$ cat config.mk
export PLATFORM = sky130hd
export DESIGN_NAME = regfile_mp
export DESIGN_NICKNAME = d
export VERILOG_FILES = /design/src/rtl/regfile_pkg.sv /design/src/rtl/regfile_scoreboard.sv /design/src/rtl/regfile_mp.sv
export SDC_FILE = /design/constraint.sdc
export NUM_CORES = 1
export LEC_CHECK = 0
export ABC_AREA = 0
export CAP_MARGIN = 20
export CORE_MARGIN = 2
export CORE_UTILIZATION = 58
export CTS_CLUSTER_DIAMETER = 50
export DETAILED_ROUTE_END_ITERATION = 7
export PLACE_DENSITY = 0.86
export SYNTH_ARGS = -nofsm -noshare
export SYNTH_HDL_FRONTEND = slang
export SYNTH_SLANG_ARGS = --single-unit
$ cat constraint.sdc
create_clock -name clk -period 4.25 [get_ports clk]
set_clock_uncertainty 0.1 [all_clocks]
set_input_delay 1.275 -clock clk [delete_from_list [all_inputs] [get_ports clk]]
set_output_delay 1.275 -clock clk [all_outputs]
set_load 0.02 [all_outputs]
$ cat src/rtl/regfile_pkg.sv
// Shared constants for the multi-port register file.
package regfile_pkg;

  localparam int unsigned REG_DATA_W    = 16;
  localparam int unsigned REG_DEPTH     = 8;
  localparam int unsigned REG_RESET_VAL = 0;

endpackage : regfile_pkg

$ cat src/rtl/regfile_scoreboard.sv
// Per-register busy bits: flush beats set, set beats write-clear.
module regfile_scoreboard #(
  parameter int unsigned DEPTH = 8
) (
  input  logic             clk,
  input  logic             rst_n,
  input  logic [DEPTH-1:0] set,
  input  logic [DEPTH-1:0] clear,
  input  logic             flush,
  output logic [DEPTH-1:0] busy_vec
);

  logic [DEPTH-1:0] r_busy;

  always_ff @(posedge clk or negedge rst_n) begin
    if (!rst_n) begin
      r_busy <= '0;
    end else if (flush) begin
      r_busy <= '0;
    end else begin
      r_busy <= (r_busy & ~clear) | set;
    end
  end

  assign busy_vec = r_busy;

endmodule : regfile_scoreboard

$ cat src/rtl/regfile_mp.sv
// Two-read/one-write register file with write bypass and busy scoreboard.
// REGFILE_ZERO_REG_EN hardwires register 0 to zero and never busy.
module regfile_mp
  import regfile_pkg::*;
#(
  parameter int unsigned DATA_W = REG_DATA_W,
  parameter int unsigned DEPTH  = REG_DEPTH,
  parameter int unsigned ADDR_W = $clog2(DEPTH)
) (
  input  logic              clk,
  input  logic              rst_n,
  input  logic              wr_en,
  input  logic [ADDR_W-1:0] wr_addr,
  input  logic [DATA_W-1:0] wr_data,
  input  logic [ADDR_W-1:0] rd_addr_a,
  output logic [DATA_W-1:0] rd_data_a,
  output logic              rd_busy_a,
  input  logic [ADDR_W-1:0] rd_addr_b,
  output logic [DATA_W-1:0] rd_data_b,
  output logic              rd_busy_b,
  input  logic              busy_set,
  input  logic [ADDR_W-1:0] busy_addr,
  input  logic              flush,
  output logic [DEPTH-1:0]  busy_vec
);

`ifdef REGFILE_ZERO_REG_EN
  localparam bit ZERO_REG = 1'b1;
`else
  localparam bit ZERO_REG = 1'b0;
`endif

  logic [DATA_W-1:0] r_mem [DEPTH];
  logic              w_wr_ok;
  logic              w_set_ok;
  logic [DEPTH-1:0]  w_set_vec;
  logic [DEPTH-1:0]  w_clr_vec;
  logic              w_byp_a;
  logic              w_byp_b;
  logic              w_zero_a;
  logic              w_zero_b;

  assign w_wr_ok   = wr_en && !(ZERO_REG && (wr_addr == '0));
  assign w_set_ok  = busy_set && !(ZERO_REG && (busy_addr == '0));
  assign w_clr_vec = w_wr_ok  ? (DEPTH'(1) << wr_addr)   : '0;
  assign w_set_vec = w_set_ok ? (DEPTH'(1) << busy_addr) : '0;

  always_ff @(posedge clk or negedge rst_n) begin
    if (!rst_n) begin
      for (int i = 0; i < DEPTH; i++) begin
        r_mem[i] <= DATA_W'(REG_RESET_VAL);
      end
    end else if (w_wr_ok) begin
      r_mem[wr_addr] <= wr_data;
    end
  end

  regfile_scoreboard #(
    .DEPTH (DEPTH)
  ) u_scoreboard (
    .clk      (clk),
    .rst_n    (rst_n),
    .set      (w_set_vec),
    .clear    (w_clr_vec),
    .flush    (flush),
    .busy_vec (busy_vec)
  );

  // Bypass is gated by rst_n so the outputs read zero while reset is held.
  assign w_byp_a  = rst_n && w_wr_ok && (rd_addr_a == wr_addr);
  assign w_byp_b  = rst_n && w_wr_ok && (rd_addr_b == wr_addr);
  assign w_zero_a = ZERO_REG && (rd_addr_a == '0);
  assign w_zero_b = ZERO_REG && (rd_addr_b == '0);

  assign rd_data_a = w_zero_a ? '0 : (w_byp_a ? wr_data : r_mem[rd_addr_a]);
  assign rd_data_b = w_zero_b ? '0 : (w_byp_b ? wr_data : r_mem[rd_addr_b]);
  assign rd_busy_a = !w_byp_a && busy_vec[rd_addr_a];
  assign rd_busy_b = !w_byp_b && busy_vec[rd_addr_b];

endmodule : regfile_mp

==> results.toml, run 1 <==
[critical_path]
crit_path_end_kind = "output pin"
required_ps = 2870
critical_path.max_fanout = 6
cp_data_arrival_time_ps = 2860
startpoint_type = "primary input"
critPathKind = "in2out"

[cells_and_area]
layout_commonest_cell = "mux2_2"
area_growth_pct = 25.7
layout_common_cells = "mux2_2 (172), dfrtp_1 (136), mux4_2 (68), buf_4 (47), clkdlybuf4s50_1 (29)"
num_antenna_cells = 0
drive_gt1_frac = 0.667
final_nets = 633
final_area_sq_um = 9820
stdcell_count = 788

[die]
core_area_sq_um = 13200
start_util = 0.592
io_pins = 75
die_x_um = 120
dieHeight_um = 120
rows = 42
die_area_sq_um = 14400

[power_and_ir_drop]
powerDensity_nw_per_um2 = 475
leakage_nw = 4.19
vdd_drop_max_v = 0.000383

[cts]
clkTransAtPathRegs_ps = 60
cts_tree = "done"
numClockSinks = 136
root_buffer = "clkbuf_16"
clockBufferDepth = 2
htreeDepth = 4
cts_buffers = 17
clock_latency_ps = 410

[timing]
slew_violations = 0
max_slew_margin = 0.506
fin_tns_setup_ps = 0
fmax_mhz = 236
min_period_over_period = 0.997
tightest_slew_ps = 741
setup_viol = 0
hold_violations = 0
min_period_ps = 4240

[place]
placed_area_sq_um = 8990
port_buffers = 74
hpwlAfterDp_um = 12700
dp_cells = 745
place.gp.congestion = 0.820

[global_routing]
grt_use_total = 0.318
grt_start_max_net_pins = 80
gr-total-overflow = 0
grt_pass1_vias = 5778
grt_pass1_wl_um = 33700
antenna_found_initial = 0

[outcome]
outcome = "finished, final reports clean"

[logic_synthesis]
synth_area_per_cell_sq_um = 15.7
ys_seq_elements = 136
ys_seq_area_frac = 0.436
netlist_area_sq_um = 7810
synth_area_leaders = "dfrtp_1 (44%), mux2_2 (25%), mux4_2 (20%)"
synth_warnings = 0
ys_types = 25
yosysTopAreaCellShare = 0.436
synthesis.nets = 532
netlist_instances = 499
yosys.area.top_type = "dfrtp_1"

[drt]
first_iter_violations = 496
antenna_left = 0
num_vias = 5204
drt-total-wl_um = 21700
via_per_inst = 6.60
drc = 0
wl_per_cell_um = 27.5
dr.pass1.iters = 5

[hold_path]
worstHoldPathType = "reg2reg"

[job]
drv_cap = 0
## metrics by stage
stage / worst slack, ps / util / hold slack, ps / power (mW)
after floorplan: 155 / - / 391 / 2.64
after global routing: -24.6 / 0.745 / 446 / 4.84
after detailed placement: -784 / 0.682 / 410 / 3.11
final: 11.2 / 0.745 / 423 / 4.67
after CTS: -29.4 / 0.738 / 423 / 4.59
after global placement: -738 / 0.682 / 402 / 3.03
## logic make-up (layout without fill, tap and decap cells)
logic type / count (synthesis) / count (layout) / synth area share
mux: 262 / 262 / 0.484
buf+inv: 57 / 170 / 0.0420
simple gates: 30 / 30 / 0.0243
compound gates: 8 / 8 / 0.00721
flops: 136 / 136 / 0.436
xor+xnor: 6 / 6 / 0.00673
## worst max-delay path: stages
cell and delay [ps]:
buf_6 100, buf_12 130, buf_4 130, mux4_2 520, mux2_4 300, mux2_2 280
buf_6 130
## layout make-up
type	count	area (sq um)
Tap cell	176	220
Timing Repair Buffer	138	1430
Fill cell	779	3370
Inverter	1	3.75
Sequential cell	136	3400
Multi-Input combinational cell	306	4170
Clock buffer	22	474
Clock inverter	9	123
## registers in the layout, summed over array words and instances (netlist names)
register / flops
u_scoreboard.busy_vec: 8
r_mem: 128
## path summary, 6_finish.rpt
path / slack (ps) / cells after the start / endpoint / startpoint
setup / recovery: 10 / 7 / rd_data_a[1] / rd_addr_a[0]
hold reg to reg: 420 / 1 / r_mem[30] / r_mem[30]
setup reg to reg: 3300 / 1 / r_mem[103] / r_mem[103]
min in group asynchronous: 970 / 2 / u_scoreboard.busy_vec[3] / rst_n
max in group asynchronous: 2040 / 4 / r_mem[54] / rst_n
hold / removal: 420 / 1 / r_mem[30] / r_mem[30]
## power by group
group          leakage [nW]  switching, mW  internal [mW]  total (mW)
logic                  2.25          0.524          0.843        1.37
registers              1.65          0.236           1.57        1.81
clock network         0.296          0.531          0.961        1.49
## cell usage after synthesis
master / count
a21oi_1: 4
a32oi_1: 3
and2_1: 2
buf_1: 17
buf_2: 7
buf_4: 9
buf_6: 8
buf_8: 1
clkbuf_1: 14
dfrtp_1: 136
inv_1: 1
mux2_2: 176
mux2_4: 18
mux4_2: 68
nand2_1: 6
nand2b_1: 3
nand4_1: 2
nand4b_1: 3
nor2_1: 5
nor2b_1: 3
nor4b_2: 1
nor4bb_1: 3
o32a_1: 1
or4_1: 2
xor2_1: 6
## layer usage
layer,GRT usage,wire length [um],vias to the layer above
li1,-,-,2127
met1,0.399,8500,2796
met2,0.532,11300,227
met3,0.0722,1230,54
met4,0.136,627,0
met5,0,0,-
## what timing repair did
item | CTS | global route
cloned | 5 | 1
gates resized for setup | 203 | 27
buffers inserted | 6 | 1
setup endpoints to repair | 34 | 33
hold buffers | 0 | 0
pin swaps | 4 | 2
Power figures use the tool's default switching activity.
==> run 2: changes to the inputs <==
--- a/config.mk
+++ b/config.mk
@@ -7,11 +7,12 @@
 export LEC_CHECK = 0
 export ABC_AREA = 0
 export CAP_MARGIN = 20
-export CORE_MARGIN = 2
+export CORE_MARGIN = 1
 export CORE_UTILIZATION = 58
 export CTS_CLUSTER_DIAMETER = 50
 export DETAILED_ROUTE_END_ITERATION = 7
 export PLACE_DENSITY = 0.86
+export SETUP_SLACK_MARGIN = 0.02
 export SYNTH_ARGS = -nofsm -noshare
 export SYNTH_HDL_FRONTEND = slang
 export SYNTH_SLANG_ARGS = --single-unit
==> results.toml, run 2 (same netlist as run 1, synthesis figures left out) <==
[cells_and_area]
layout_common_cells = "mux2_2 (175), dfrtp_1 (136), mux4_2 (68), buf_4 (45)"
stdcell_count = 787
fin_util = 0.755
num_antenna_cells = 0
final_nets = 632
drive_gt1_frac = 0.663
regMostFlops = "r_mem"
fillerInstances = 727
area_growth_pct = 27.4
layout_commonest_cell = "mux2_2"
largest_reg_flops = 128

[cts]
postCtsHoldBufs = 0
clock_latency_ps = 410
root_buffer = "clkbuf_16"
cts_buffers = 17
cts_tree = "done"
clockBufferDepth = 2
numClockSinks = 136
htreeDepth = 4
clkTransAtPathRegs_ps = 60

[die]
start_util = 0.592
core_area_sq_um = 13200
io_pins = 75
die_area_sq_um = 13900
dieHeight_um = 118
die_x_um = 118
rows = 42

[timing]
min_period_over_period = 0.993
fmax_mhz = 237
timing.hold.ws_ps = 427
rsz0062_at_grt = "false"
hold_violations = 0
setup_viol = 0
tightest_slew_ps = 736
final.setup.worst_slack_ps = 30.4
max_slew_margin = 0.509
min_period_ps = 4220
slew_violations = 0
fin_tns_setup_ps = 0

[critical_path]
required_ps = 2870
critPathKind = "in2out"
cp_data_arrival_time_ps = 2840
critical_path.max_fanout = 5
crit_path_end_kind = "output pin"
startpoint_type = "primary input"

[global_routing]
gr-total-overflow = 0
grt_pass1_wl_um = 32700
grt_start_max_net_pins = 81
antenna_found_initial = 0
grt_use_total = 0.317
grt_pass1_vias = 5583

[drt]
via_per_inst = 6.62
first_iter_violations = 417
antenna_left = 0
met1_length_um = 8140
met3_length_um = 1500
routed.top_layer = "met4"
drc = 0
wl_met2_um = 10900
dr.pass1.iters = 5
num_vias = 5213
wl_per_cell_um = 26.6
drt-total-wl_um = 20900

[place]
post-place-ws_ps = -780
port_buffers = 74
dp_cells = 747
hpwlAfterDp_um = 12500
place.gp.congestion = 0.794

[power_and_ir_drop]
leakage_nw = 4.24
vdd_drop_max_v = 0.000343
powerDensity_nw_per_um2 = 489

[hold_path]
worstHoldPathType = "reg2reg"

[outcome]
outcome = "finished, final reports clean"

[job]
drv_cap = 0
## run 2: cell count changes in the layout (fill, tap and decap cells not counted), sizes merged
cell           delta
bufbuf            +2
bufinv            +3
clkinvlp          -1
buf               -4
clkdlybuf4s15     +2
clkinv            -3
## run 2: repair_timing
| action | in CTS | in global routing |
|---|---|---|
| setup buffers | 2 | 1 |
| gates resized for setup | 231 | 15 |
| pin swaps | 2 | 1 |
| cloned | 6 | 0 |
| setup endpoints to repair | 34 | 18 |
## run 2: worst max-delay path: stages
cell,delay (ps)
clkdlybuf4s15_2,220
nand2_1,90
or4_4,630
buf_12,190
mux2_4,300
buf_6,130
## run 2: area by class of cell
cell class / count / area [sq um] / area share
Clock buffer: 23 / 488 / 0.0490
Inverter: 1 / 3.75 / 0.000377
Sequential cell: 136 / 3400 / 0.342
Tap cell: 176 / 220 / 0.0221
Timing Repair Buffer: 137 / 1500 / 0.150
Multi-Input combinational cell: 306 / 4160 / 0.417
Clock inverter: 8 / 190 / 0.0191
## run 2: worst paths after layout
path                           start                        to  slack [ps]  cells after the start
hold reg to reg            r_mem[14]                 r_mem[14]         430                      1
setup / recovery               wr_en             rd_data_b[10]          30                      6
max in group asynchronous      rst_n                 r_mem[84]        1960                      4
hold / removal             r_mem[14]                 r_mem[14]         430                      1
setup reg to reg           r_mem[71]                 r_mem[71]        3330                      1
min in group asynchronous      rst_n  u_scoreboard.busy_vec[6]         940                      2
## run 2: layer usage
layer,vias to the layer above,track usage
li1,2121,-
met1,2779,0.410
met2,270,0.521
met3,43,0.0732
met4,0,0.126
met5,-,0
## run 2: power by group
group / switching [mW] / total (mW) / internal [mW]
clock network: 0.542 / 1.70 / 1.16
logic: 0.522 / 1.38 / 0.857
registers: 0.223 / 1.79 / 1.57
## run 2: per-stage QoR
step                      power (mW)  area (sq um)
final                           4.87          9960
after floorplan                 2.64          7810
after global routing            5.04          9960
after detailed placement        3.10          9010
after global placement          3.03          9010
after CTS                       4.83          9900
==> run 3: changes to the inputs <==
==> constraint.sdc (replaced) <==
create_clock -name clk -period 4.1 [get_ports clk]
set_clock_uncertainty 0.1 [all_clocks]
set_input_delay 1.23 -clock clk [delete_from_list [all_inputs] [get_ports clk]]
set_output_delay 1.23 -clock clk [all_outputs]
set_load 0.02 [all_outputs]
==> results.toml, run 3 (same netlist as run 1, synthesis figures left out) <==
[cells_and_area]
final_nets = 637
largest_reg_flops = 128
area_growth_pct = 27.2
multi_input_area_sq_um = 4180
fillerInstances = 754
num_antenna_cells = 0
layout_common_cells = "mux2_2 (168), dfrtp_1 (136), mux4_2 (68), buf_4 (47), clkdlybuf4s50_1 (29)"
regMostFlops = "r_mem"
fin_util = 0.754
final_area_sq_um = 9940
seqCellArea_sq_um = 3400
stdcell_count = 793
layout_commonest_cell = "mux2_2"
drive_gt1_frac = 0.673

[power_and_ir_drop]
p_sw_mw = 1.40
pwr-share-comb = 0.305
switching_share = 0.297
intPower_mw = 3.31
p_total_mw = 4.70
seqPwrFrac = 0.396
clockPowerShare = 0.300
leakage_nw = 4.25
powerDensity_nw_per_um2 = 473
vdd_drop_max_v = 0.000416

[drt]
dr.pass1.iters = 4
num_vias = 5224
antenna_left = 0
via_per_inst = 6.59
wl_per_cell_um = 26.6
drc = 0
first_iter_violations = 421
drt-total-wl_um = 21100

[critical_path]
startpoint_type = "primary input"
critPathMaxStageDelay_ps = 580
slowest_stage = "or4_4"
cp_data_arrival_time_ps = 2790
cp_cell_sequence = "buf_8 -> xor2_1 -> or4_4 -> buf_12 -> buf_16 -> mux2_4 -> buf_6"
critPathKind = "in2out"
critical_path.max_fanout = 7
required_ps = 2770
crit_path_end_kind = "output pin"

[outcome]
outcome = "finished with violations"
failed_checks = "setup timing"

[place]
port_buffers = 74
dp_cells = 748
hpwlAfterDp_um = 12500
placed_area_sq_um = 9030
place.gp.congestion = 0.827

[cts]
numClockSinks = 136
clockBufferDepth = 2
htreeDepth = 4
clkTransAtPathRegs_ps = 60
clock_latency_ps = 420
cts_tree = "done"
cts_buffers = 17
postCtsHoldBufs = 0
root_buffer = "clkbuf_16"

[timing]
slew_violations = 0
hold_violations = 0
min_period_over_period = 1.00
tightest_slew_ps = 669
fmax_mhz = 243
max_slew_margin = 0.554
min_period_ps = 4120
rsz0062_at_grt = "true"
final.setup.worst_slack_ps = -18.5
setup_viol = 6

[die]
die_area_sq_um = 13900
die_x_um = 118
io_pins = 75
start_util = 0.592
core_area_sq_um = 13200
rows = 42
dieHeight_um = 118

[global_routing]
grt_start_max_net_pins = 87
gr-total-overflow = 0
grt_pass1_vias = 5534
antenna_found_initial = 0
grt_use_total = 0.318
grt_pass1_wl_um = 32600

[job]
drv_cap = 0

[hold_path]
worstHoldPathType = "reg2reg"
## run 3: final cells by class
cell class                 count  share of cell area
clock inverter                14              0.0103
inverter                       1            0.000378
clock buffer                  18              0.0442
timing repair buffer         142               0.160
tap                          176              0.0221
multi-input combinational    306               0.421
sequential                   136               0.342
## run 3: final timing paths
check / start / endpoint / slack (ps) / depth (start not counted)
worst max-delay path: rd_addr_b[2] / rd_data_b[14] / -20 / 7
worst min-delay path: r_mem[77] / r_mem[77] / 430 / 1
worst max register to register: r_mem[11] / r_mem[11] / 3110 / 1
worst min register to register: r_mem[77] / r_mem[77] / 430 / 1
max in group asynchronous: rst_n / r_mem[85] / 1860 / 4
min in group asynchronous: rst_n / r_mem[102] / 890 / 2
## run 3: per-stage QoR
stage	worst slack (ps)	hold slack, ps	setup TNS [ps]
finish	-18.5	429	-96.6
detailed placement	-817	415	-26500
floorplan	94.6	391	0
CTS	-16.0	427	-87.4
global placement	-815	403	-26180
global route	-48.8	450	-217
## run 3: power groups by stage
stage          clock, mW  sequential, mW  combinational, mW
3_3_place_gp           0            1.82               1.32
3_5_place_dp           0            1.86               1.36
4_1_cts             1.41            1.84               1.35
2_1_floorplan          0            1.78              0.961
5_1_grt             1.48            1.89               1.50
6_report            1.41            1.86               1.43
## run 3: layer usage
layer  vias up  share of wire  track usage
li1       2142              -            -
met1      2844           0.41        0.409
met2       198           0.51        0.528
met3        40          0.050       0.0678
met4         0          0.029        0.129
met5         -              0            0
## run 3: worst max-delay path: cells and delay by family
family        cells  cell delay [ps]
mux               1              300
simple gates      1              580
xor+xnor          1              150
buf+inv           4              530
## run 3: what timing repair did
action / 4_1_cts / 5_1_grt
cloned: 8 / 0
pin swaps: 3 / 2
buffers inserted: 4 / 0
setup endpoints to repair: 34 / 24
resized for setup: 219 / 36
